<file path="src/rtl/ex_muldiv_unit.sv">
// Iterative MIPS-style HI/LO multiply/divide unit (33-cycle shift-add / restoring divide).
// Optional MULDIV_FAST_MUL_EN: single-cycle combinational multiply; divide stays iterative.
module ex_muldiv_unit #(
  parameter int WIDTH = 32
) (
  input  logic             clk,
  input  logic             rst,
  input  logic [WIDTH-1:0] SrcA,
  input  logic [WIDTH-1:0] SrcB,
  input  logic [2:0]       MulDivOp,
  input  logic             Start,
  input  logic             Flush,
  output logic             Busy,
  output logic             Done,
  output logic [WIDTH-1:0] HI,
  output logic [WIDTH-1:0] LO
);
  localparam logic [2:0] OP_MULT = 3'b001, OP_MULTU = 3'b010, OP_DIV  = 3'b011,
                         OP_DIVU = 3'b100, OP_MTHI  = 3'b101, OP_MTLO = 3'b110;

  typedef enum logic [1:0] {S_IDLE, S_CALC, S_FIX} state_t;
  state_t r_state, w_next;

  logic [4:0]       r_cnt;
  logic [WIDTH-1:0] r_a, r_b, r_acc, r_dvd, r_hi, r_lo;
  logic             r_is_div, r_neg_q, r_neg_r, r_dz, r_done;

  logic w_idle_go, w_go_md, w_go_mt, w_signed, w_is_mul_op;
  assign w_idle_go   = (r_state == S_IDLE) && Start && !Flush;
  assign w_is_mul_op = (MulDivOp == OP_MULT) || (MulDivOp == OP_MULTU);
  assign w_go_md     = w_idle_go && (w_is_mul_op || MulDivOp == OP_DIV || MulDivOp == OP_DIVU);
  assign w_go_mt     = w_idle_go && (MulDivOp == OP_MTHI || MulDivOp == OP_MTLO);
  assign w_signed    = (MulDivOp == OP_MULT) || (MulDivOp == OP_DIV);

  logic [WIDTH-1:0] w_abs_a, w_abs_b;
  assign w_abs_a = (w_signed && SrcA[WIDTH-1]) ? -SrcA : SrcA;
  assign w_abs_b = (w_signed && SrcB[WIDTH-1]) ? -SrcB : SrcB;

  // Multiply step: {acc,b} holds partial product high half and remaining multiplier bits.
  logic [WIDTH:0]     w_mul_sum;
  logic [2*WIDTH-1:0] w_mul_next;
  assign w_mul_sum  = {1'b0, r_acc} + (r_b[0] ? {1'b0, r_a} : '0);
  assign w_mul_next = {w_mul_sum, r_b[WIDTH-1:1]};

  // Restoring divide step: dividend bits shift out of b into the remainder, quotient bits in.
  logic [WIDTH:0]   w_rem_sh;
  logic [WIDTH+1:0] w_diff;
  logic             w_qbit;
  assign w_rem_sh = {r_acc, r_b[WIDTH-1]};
  assign w_diff   = {1'b0, w_rem_sh} - {2'b00, r_a};
  assign w_qbit   = !w_diff[WIDTH+1];

  logic [2*WIDTH-1:0] w_prod_mag, w_prod, w_res;
  logic [WIDTH-1:0]   w_quo, w_rem;
`ifdef MULDIV_FAST_MUL_EN
  assign w_prod_mag = (2*WIDTH)'(r_a) * (2*WIDTH)'(r_b);
`else
  assign w_prod_mag = {r_acc, r_b};
`endif
  assign w_prod = r_neg_q ? -w_prod_mag : w_prod_mag;
  assign w_quo  = r_neg_q ? -r_b : r_b;
  assign w_rem  = r_neg_r ? -r_acc : r_acc;
  // Divide-by-zero bypasses sign correction so both DIV and DIVU return the raw dividend.
  assign w_res  = !r_is_div ? w_prod : (r_dz ? {r_dvd, {WIDTH{1'b1}}} : {w_rem, w_quo});

  always_ff @(posedge clk or posedge rst) begin
    if (rst) r_state <= S_IDLE;
    else     r_state <= w_next;
  end

  always_comb begin
    w_next = r_state;
    case (r_state)
      S_IDLE: if (w_go_md) begin
`ifdef MULDIV_FAST_MUL_EN
        w_next = w_is_mul_op ? S_FIX : S_CALC;
`else
        w_next = S_CALC;
`endif
      end
      S_CALC: if (r_cnt == 5'd31) w_next = S_FIX;
      S_FIX:  w_next = S_IDLE;
      default: w_next = S_IDLE;
    endcase
    if (Flush) w_next = S_IDLE;
  end

  always_comb begin
    Busy = (r_state != S_IDLE);
    Done = r_done;
    HI   = r_hi;
    LO   = r_lo;
  end

  always_ff @(posedge clk or posedge rst) begin
    if (rst) begin
      r_cnt <= '0; r_a <= '0; r_b <= '0; r_acc <= '0; r_dvd <= '0;
      r_hi <= '0; r_lo <= '0; r_is_div <= 1'b0; r_neg_q <= 1'b0;
      r_neg_r <= 1'b0; r_dz <= 1'b0; r_done <= 1'b0;
    end else begin
      r_done <= (r_state == S_FIX) && !Flush;
      if (w_go_md) begin
        r_a      <= w_abs_b;
        r_b      <= w_abs_a;
        r_acc    <= '0;
        r_cnt    <= '0;
        r_dvd    <= SrcA;
        r_is_div <= !w_is_mul_op;
        r_neg_q  <= w_signed && (SrcA[WIDTH-1] ^ SrcB[WIDTH-1]);
        r_neg_r  <= w_signed && SrcA[WIDTH-1];
        r_dz     <= (SrcB == '0);
      end else if (r_state == S_CALC && !Flush) begin
        r_cnt <= r_cnt + 5'd1;
        if (r_is_div) begin
          r_acc <= w_qbit ? w_diff[WIDTH-1:0] : w_rem_sh[WIDTH-1:0];
          r_b   <= {r_b[WIDTH-2:0], w_qbit};
        end else begin
          {r_acc, r_b} <= w_mul_next;
        end
      end else if (r_state == S_FIX && !Flush) begin
        {r_hi, r_lo} <= w_res;
      end
      if (w_go_mt) begin
        if (MulDivOp == OP_MTHI) r_hi <= SrcA;
        else                     r_lo <= SrcA;
      end
    end
  end
endmodule

</file>
<file path="config.mk">
export PLATFORM = sky130hd
export DESIGN_NAME = ex_muldiv_unit
export DESIGN_NICKNAME = d
export VERILOG_FILES = /design/src/rtl/ex_muldiv_unit.sv
export SDC_FILE = /design/constraint.sdc
export NUM_CORES = 1
export LEC_CHECK = 0
export CAP_MARGIN = 40
export CORE_MARGIN = 2
export CORE_UTILIZATION = 25
export CTS_CLUSTER_SIZE = 28
export DETAILED_ROUTE_END_ITERATION = 7
export GPL_ROUTABILITY_DRIVEN = 0
export SLEW_MARGIN = 0
export SYNTH_ARGS = -nofsm -noshare
export SYNTH_HDL_FRONTEND = slang
export SYNTH_SLANG_ARGS = --single-unit
</file>
<file path="constraint.sdc">
create_clock -name clk -period 20.5 [get_ports clk]
set_input_delay 3.075 -clock clk [delete_from_list [all_inputs] [get_ports clk]]
set_output_delay 3.075 -clock clk [all_outputs]
set_load 0.02 [all_outputs]
</file>
==> metrics.txt, run 1 <==
Post-CTS Setup Bufs 0; skew final around 0.016 ns; Fmax achieved approximately 180 MHz; Cell Area, Synth ~16,000 um^2; post-synth top area cell dfrtp_1; CTS Root Cell clkbuf_16; final core utilization roughly 30%; post_cts resized 0; area of the die 67,000 um^2; setup TNS 0 ns; initial antenna violation count 0; top-count cell post-synth nand2_1; layout cells sized above 1 under 10%; Power Density roughly 130 nW/um^2; critical path cell sequence clkdlybuf4s50_1 > or3_1 > or4_1 > nor2b_2 > nand2_1 > nor2_1 > nand3b_1 > o31ai_1 > xor2_1 > o21ai_1; Worst Hold Class reg2reg; first-pass GRT wire length ~86,000 um; met3 wire length 4450 um; crit-path max FO 7; CTS hold repair buffers 0; clk slew on worst S/H paths roughly 0.060 ns; per-cell routed wire length around 19 um; outcome finished, final reports clean; Layout fillers slightly below 7k; max-cap violations 0; Worst path max stage delay 0.60 ns; Die Height ~260 um; Slew headroom about two fifths; Synth top cells by count 316 x nand2_1, 230 x o21ai_0, 204 x dfrtp_1; FF+latch count, synth 204; Synth Warn # 0; met2 WL post-DR between 20,000 and 25,000 um; worst skew pair latency 0.56 ns; CP endpoint kind flop; Routed Antenna Nets 0; Initial Util 25.2%; Final nets 2,249; EDFF count, synth 0; Area after DPL about 18,000 um^2; VDD IR max about 0.068 mV; Layout area overhead 18.5%; pin count of the biggest net entering global routing 102; Via density 5.13; clock buffer depth 3; Routed WL approximately 55,000 um; Initial DRC Count around 1.6k; synth top area cells dfrtp_1 31%, nand2_1 7.3%, o21ai_0 7.1%, xnor2_1 5.7%, ha_1 5.4%; post-synthesis cell type count 83; IO buf count approximately 140; met1 wire length about 26,000 um; Syn Area/Cell between 7 and 8 um^2; actual slew at the worst max-slew pin a little under 0.9 ns; DR pass1 iterations 5; RSZ-0062 raised after global routing no; Rows 93; Post-Syn Nets between 2k and 2.5k; critical path's slowest cell clkdlybuf4s50_1; H-tree Lvls 1; highest routed layer met4; period utilisation layout a little over a quarter; Critical Path Source Type primary input; # DRC 0; GRT Residual Overflow 0; min cycle time layout about 5.5 ns; Vias between 15k and 20k; crit path kind in2reg; Required @ worst endpoint 20.94 ns; Slew Limit Fails 0; post-route cell area between 15,000 and 20,000 um^2; io pins 137; # setup viols final 0; top cell type's share of synthesized area a little under a third; Antenna diodes 0; core area about 64,000 um^2; Async SR Flop Fraction 100%; vias in the first global route around 14k; Post-Syn Instances around 2.0k; CTS tree yes; clk sink count between 200 and 250; final number of hold-violating endpoints 0; worst path arrival time 5.98 ns; gr usage total 16.1%; HPWL Detailed 41,200 um; Num CTS Buffers 25; sequential area share after synthesis a little under a third; die width around 260 um; predominant post-synthesis flop cell dfrtp_1; Leakage roughly 0.0079 uW
## worst max-delay path, delay by kind of cell
kind | cells | cell delay (ns)
XOR/XNOR | 1 | 0.18
AND/OR/NAND/NOR | 6 | 1.76
AO/OA/AOI/OAI | 2 | 0.37
buffers and inverters | 1 | 0.60
## registers in the layout, summed over array words and instances, names as in the netlist
| register | cells |
|---|---|
| Done | 1 |
| LO | 32 |
| r_cnt | 5 |
| r_a | 32 |
| r_dvd | 32 |
| r_state | 2 |
| r_neg_q | 1 |
| r_dz | 1 |
| r_is_div | 1 |
| r_neg_r | 1 |
| r_acc | 32 |
| r_b | 32 |
| HI | 32 |
## area by class of cell
| cell class | instances | area, um^2 | area share, % |
|---|---|---|---|
| tap | 855 | 1070 | 5.56 |
| clock inverter | 11 | 125 | 0.650 |
| multi-input combinational | 1649 | 10300 | 53.7 |
| clock buffer | 34 | 719 | 3.74 |
| timing repair buffer | 163 | 1640 | 8.54 |
| sequential | 204 | 5110 | 26.5 |
| inverter | 63 | 244 | 1.27 |
## kinds of logic (layout without fill, tap and decap cells)
kind of cell / after synthesis / after routing / synth area share, %
AOI/OAI and AO/OA: 659 / 659 / 25.3
xor gates and xnor gates: 176 / 176 / 9.49
adders and majority gates: 72 / 72 / 5.64
buffers and inverters: 195 / 271 / 5.05
DFF: 204 / 204 / 31.4
muxes: 49 / 49 / 3.05
and+or+nand+nor: 693 / 693 / 20.0
## report_power, final
group / leakage, uW / total, uW / internal (uW) / switching, uW
Combinational: 0.00490 / 1390 / 591 / 804
Sequential: 0.00257 / 728 / 520 / 208
Clock: 0.000417 / 463 / 272 / 192
## layer usage
| layer | vias up | global-route usage (%) |
|---|---|---|
| li1 | 7503 | - |
| met1 | 7200 | 24.3 |
| met2 | 533 | 24.3 |
| met3 | 59 | 2.48 |
| met4 | 0 | 2.87 |
| met5 | - | 0 |
## path summary, 6_finish.rpt
path | slack, ns | start | end | cells past startpoint
worst max register to register | 16.36 | r_a[1] | r_acc[9] | 11
min in group asynchronous | 3.04 | rst | LO[7] | 2
worst min-delay path | 0.48 | r_dvd[25] | r_dvd[25] | 2
max in group asynchronous | 15.91 | rst | r_a[31] | 5
worst max-delay path | 14.95 | SrcA[2] | r_b[29] | 10
worst min register to register | 0.48 | r_dvd[25] | r_dvd[25] | 2
## stage by stage
| stage | hold WS, ns | setup WS (ns) | instances | total power, uW |
|---|---|---|---|---|
| 2_1_floorplan | 0.440 | 11.86 | 2048 | 1690 |
| 3_3_place_gp | 0.460 | 14.00 | 2928 | 2090 |
| 3_5_place_dp | 0.464 | 14.38 | 2934 | 2100 |
| 4_1_cts | 0.481 | 14.97 | 2979 | 2580 |
| 5_1_grt | 0.496 | 14.78 | 2979 | 2770 |
| 6_report | 0.476 | 14.95 | 2979 | 2590 |
## cells in the final DEF (no fill, tap or decap), types with 14 or more instances in the layout
cell             instances
nand2_1                315
o21ai_0                230
dfrtp_1                203
nor2_1                 139
clkdlybuf4s50_1        136
a21oi_1                123
xnor2_1                105
xor2_1                  71
ha_1                    70
inv_1                   60
o211ai_1                45
mux2i_1                 45
o22ai_1                 41
nor3_1                  39
nand3_1                 31
o31ai_1                 30
clkbuf_16               25
buf_4                   23
a21o_1                  21
or3_1                   20
nand2b_1                19
and3_1                  18
o21ai_1                 18
and2_1                  16
a211oi_1                16
a22oi_1                 16
a31oi_1                 14
or4_1                   14
Note: power is estimated with default switching activity, not from simulation.
==> inputs of run 2 (changes only) <==
clock period = 5.5 ns   (was 20.5 ns; I/O delays follow)
==> run 2 against run 1 <==
Effect of this change: power grew to 3.7 times the previous value; non-clock buffer count is 3 higher; sequential cell count stayed put; highest routed layer unchanged; via count is 0.56% higher; die area stayed put; cell count stayed put; critical path depth is 3 higher; clock-buffer cell count is 1 lower; clock skew is 0.0046 ns higher; sequential share of layout area hardly changed.
==> metrics.txt, run 2 (synthesis results as in run 1) <==
outcome finished, final reports clean; Worst path max stage delay 0.62 ns; Routed WL roughly 57,000 um; Worst Hold Class reg2reg; CP most frequent cell o211ai_1; top cell family by delay on the critical path compound AO/OA/AOI/OAI gates; # DRC 0; crit path kind reg2reg; Bufs and invs on worst path 2; pin count of the biggest net entering global routing 100; area of the die 67,000 um^2; H-tree Lvls 1; Routed Antenna Nets 0; Post-CTS Setup Bufs 0; skew final between 0.02 and 0.025 ns; IO buf count roughly 140; commonest non-fill, non-tap cell in the layout nand2_1; clk sink count 204; core area ~64,000 um^2; setup TNS 0 ns; final std cells w/o fill ~3k; per-cell routed wire length around 19 um; RSZ-0062 raised after global routing no; min cycle time layout slightly above 4 ns; first-pass GRT wire length slightly below 90,000 um; Fmax achieved around 250 MHz; Initial Util between 20% and 30%; CTS Root Cell clkbuf_16; GRT Residual Overflow 0; Layout fillers between 6k and 7k; worst path arrival time 4.53 ns; Num CTS Buffers 24; CP endpoint kind flop; Critical Path Source Type flop; WHS 0.477 ns; CTS tree yes; crit-path max FO 30; crit path launch r_b[0]; Slew Limit Fails 0; Final nets roughly 2.3k; reg-to-reg startpoint r_b[0]; actual slew at the worst max-slew pin between 0.9 and 1 ns; CTS hold repair buffers 0; Via density 5.16; Vias ~15k; Initial DRC Count around 1.4k; VDD IR max ~0.25 mV; post-route cell area ~19,000 um^2; commonest non-fill, non-tap cells in the layout 315 x nand2_1, 230 x o21ai_0, 202 x dfrtp_1, 139 x nor2_1, 136 x clkdlybuf4s50_1; Leakage between 0.007 and 0.008 uW; gr usage total between 10% and 20%; initial antenna violation count 1; HP Start r_a[23]; Power Density 500 nW/um^2; Rows 93; post_cts resized 0; critical path cell sequence inv_1 > buf_4 > nor2_1 > ha_1 > o211ai_1 > a21oi_1 > nor4_1 > o31ai_1 > o2111ai_1 > a31oi_1 > a311oi_1 > or4b_1 > o211ai_1; critical path's slowest cell o31ai_1; worst skew pair latency approximately 0.56 ns; die width approximately 260 um; layout cells sized above 1 between 5 and 6%; Required @ worst endpoint 5.96 ns; HPWL Detailed ~42,000 um; Area after DPL approximately 18,000 um^2; placed cells just under 3k; max-cap violations 0; final number of hold-violating endpoints 0; Slew headroom between 30% and 40%; period utilisation layout approximately three quarters; io pins approximately 140; vias in the first global route roughly 14k; clk slew on worst S/H paths ~0.060 ns; Die Height about 260 um; # setup viols final 0; clock buffer depth 3; Layout area overhead 18.4%; DR pass1 iterations 6
run 2: power breakdown:
part           total (uW)  internal [uW]  switching, uW  leakage (uW)
Sequential           2760           1940            824       0.00257
Clock                1700           1020            684      0.000407
Combinational        5160           2180           2980       0.00489
run 2: path summary, 6_finish.rpt:
check	depth (start not counted)	to	slack [ns]
max	13	r_acc[29]	1.43
min	2	r_a[23]	0.48
max reg2reg	13	r_acc[29]	1.43
min reg2reg	2	r_a[23]	0.48
max in group asynchronous	3	r_a[27]	4.08
min in group asynchronous	2	LO[0]	0.55
run 2: stage by stage:
| stage | utilization (%) | total power (uW) | setup slack (ns) |
|---|---|---|---|
| finish | 29.9 | 9620 | 1.43 |
| global route | 29.9 | 10300 | 1.25 |
| CTS | 29.9 | 9570 | 1.53 |
| detailed placement | 28.6 | 7840 | 1.56 |
| global placement | 28.5 | 7840 | 1.66 |
| floorplan | - | 6300 | 2.03 |
run 2: tightest hold or removal path, stage by stage, from the launching register on:
cell	delay [ns]
dfrtp_1	0.34
nand2_1	0.05
o21ai_0	0.06
run 2: layout make-up:
type / count / area, um^2 / area share (%)
diodes: 1 / 2.50 / 0.0130
repair buffers: 166 / 1640 / 8.55
inverters: 63 / 240 / 1.25
multi-input cells: 1649 / 10300 / 53.8
clock inverters: 8 / 126 / 0.657
flip-flops and latches: 204 / 5110 / 26.6
well taps: 855 / 1070 / 5.56
clock buffers: 33 / 694 / 3.61
run 2: layer usage:
layer  up-vias  track usage, %  share of wire [%]
li1       7505               -                  -
met1      7258            24.9                 48
met2       549            24.6                 43
met3        69            2.18                7.3
met4         0            3.20                1.8
met5         -               0                  0
==> inputs of run 3 (changes only) <==
clock period = 3.78 ns   (was 5.5 ns; I/O delays follow)
==> run 3 against run 2 <==
Effect of this change: hold slack worse by 0.12 ns; cell count is 2.5% higher; register-to-register slack worse by 1.2 ns; fmax is 13% higher; global-route usage is 0.43 points higher; cell area is 2.7% higher; die area stayed put; wire length is 1.5% higher; via count is 2.6% higher; sequential power is 32% higher; largest cell class unchanged.
==> metrics.txt, run 3 (synthesis results as in run 1) <==
skew final between 0.03 and 0.04 ns; clk slew on worst S/H paths roughly 0.060 ns; commonest non-fill, non-tap cell in the layout nand2_1; Fmax achieved 278 MHz; Slew headroom roughly 45%; min cycle time layout roughly 3.6 ns; period utilisation layout 95.0%; HPWL Detailed between 40,000 and 50,000 um; Via density between 5 and 6; Vias about 16k; worst path arrival time 4.06 ns; final number of hold-violating endpoints 0; Final nets between 2k and 2.5k; max-cap violations 0; Worst Hold Class in2async; IO buf count 136; vias in the first global route ~15k; Area after DPL 18,900 um^2; Total Power between 10,000 and 15,000 uW; Antenna diodes 0; VDD IR max between 0.3 and 0.4 mV; crit path kind reg2reg; clock buffer depth 3; RSZ-0062 raised after global routing no; # DRC 0; CTS Root Cell clkbuf_16; Slew Limit Fails 0; Routed Antenna Nets 0; first-pass GRT wire length between 80,000 and 90,000 um; CTS tree yes; Required @ worst endpoint 4.25 ns; io pins about 140; R2R Setup Slk around 0.19 ns; Initial DRC Count about 1.3k; layout cells sized above 1 under 10%; # setup viols final 0; Post-CTS Setup Bufs 0; area of the die about 67,000 um^2; Critical Path Source Type flop; Leakage 0.00821 uW; setup TNS 0 ns; crit-path max FO 6; core area about 64,000 um^2; gr usage total between 10% and 20%; Power Density around 730 nW/um^2; per-cell routed wire length about 19 um; die width around 260 um; actual slew at the worst max-slew pin around 0.83 ns; reg-to-reg startpoint r_b[0]; Rows 93; Reg2Reg Capture Point r_acc[29]; Initial Util approximately a quarter; Layout area overhead 21.6%; pin count of the biggest net entering global routing 80; GRT Residual Overflow 0; commonest non-fill, non-tap cells in the layout 315 x nand2_1, 230 x o21ai_0, 202 x dfrtp_1, 139 x nor2_1, 136 x clkdlybuf4s50_1; CP endpoint kind flop; H-tree Lvls 1; Die Height between 200 and 300 um; Routed WL between 50,000 and 60,000 um; initial antenna violation count 0; DR pass1 iterations 5; clk sink count ~200; outcome finished, final reports clean; post-route cell area slightly below 20,000 um^2; Num CTS Buffers 25; worst skew pair latency between 0.5 and 0.6 ns; Worst Reg-to-Reg Cells 13
[run 3: what timing repair did]
| action | CTS | global route |
|---|---|---|
| hold buffers | 0 | 0 |
| resized for setup | 0 | 1 |
| endpoints found under the setup margin | 0 | 1 |
[run 3: metrics by stage]
stage / utilization (%) / worst slack [ns] / cells / hold WS (ns)
after floorplan: - / 0.556 / 2048 / 0.440
after global placement: 29.4 / 0.257 / 3004 / 0.457
after detailed placement: 29.4 / 0.221 / 3006 / 0.462
after CTS: 30.7 / 0.175 / 3052 / 0.357
after global routing: 30.7 / 0.0154 / 3052 / 0.387
final: 30.7 / 0.188 / 3052 / 0.354
[run 3: cell type report]
cell class | count | area [um^2]
fill | 6879 | 44600
multi-input combinational | 1649 | 10300
sequential | 204 | 5110
timing repair buffer | 235 | 2150
tap | 855 | 1070
clock buffer | 34 | 719
inverter | 63 | 240
clock inverter | 12 | 103
[run 3: how the worst max path moves through the flow]
| stage | from | end | cells after the start |
|---|---|---|---|
| floorplan | r_b[0] | r_acc[29] | 13 |
| global placement | r_b[0] | r_acc[29] | 13 |
| detailed placement | r_b[0] | r_acc[29] | 13 |
| CTS | r_b[0] | r_acc[29] | 13 |
| global route | r_b[0] | r_acc[29] | 13 |
| finish | r_b[0] | r_acc[29] | 13 |
[run 3: critical path, cell delays in order, from the launching register on]
cell and delay [ns]:
dfrtp_1 0.46, and2_1 0.16, ha_1 0.20, inv_1 0.07
fa_1 0.37, nand2b_1 0.19, a21oi_1 0.19, nor4_1 0.10
o31ai_1 0.39, o2111ai_1 0.30, a31oi_2 0.32, a311oi_1 0.12
or4b_1 0.50, o211ai_1 0.10
[run 3: per-layer routing]
metal	routed length (um)	GRT usage (%)	vias up
met5	0	0	-
met4	1210	3.42	0
met3	4810	3.20	75
met2	25000	25.8	599
met1	26500	24.4	7462
li1	-	-	7647
[run 3: power by group]
part / internal, uW / switching (uW) / total (uW)
Combinational: 3540 / 4830 / 8370
Clock: 1410 / 1050 / 2460
Sequential: 2830 / 816 / 3640
Total: 7770 / 6700 / 14500
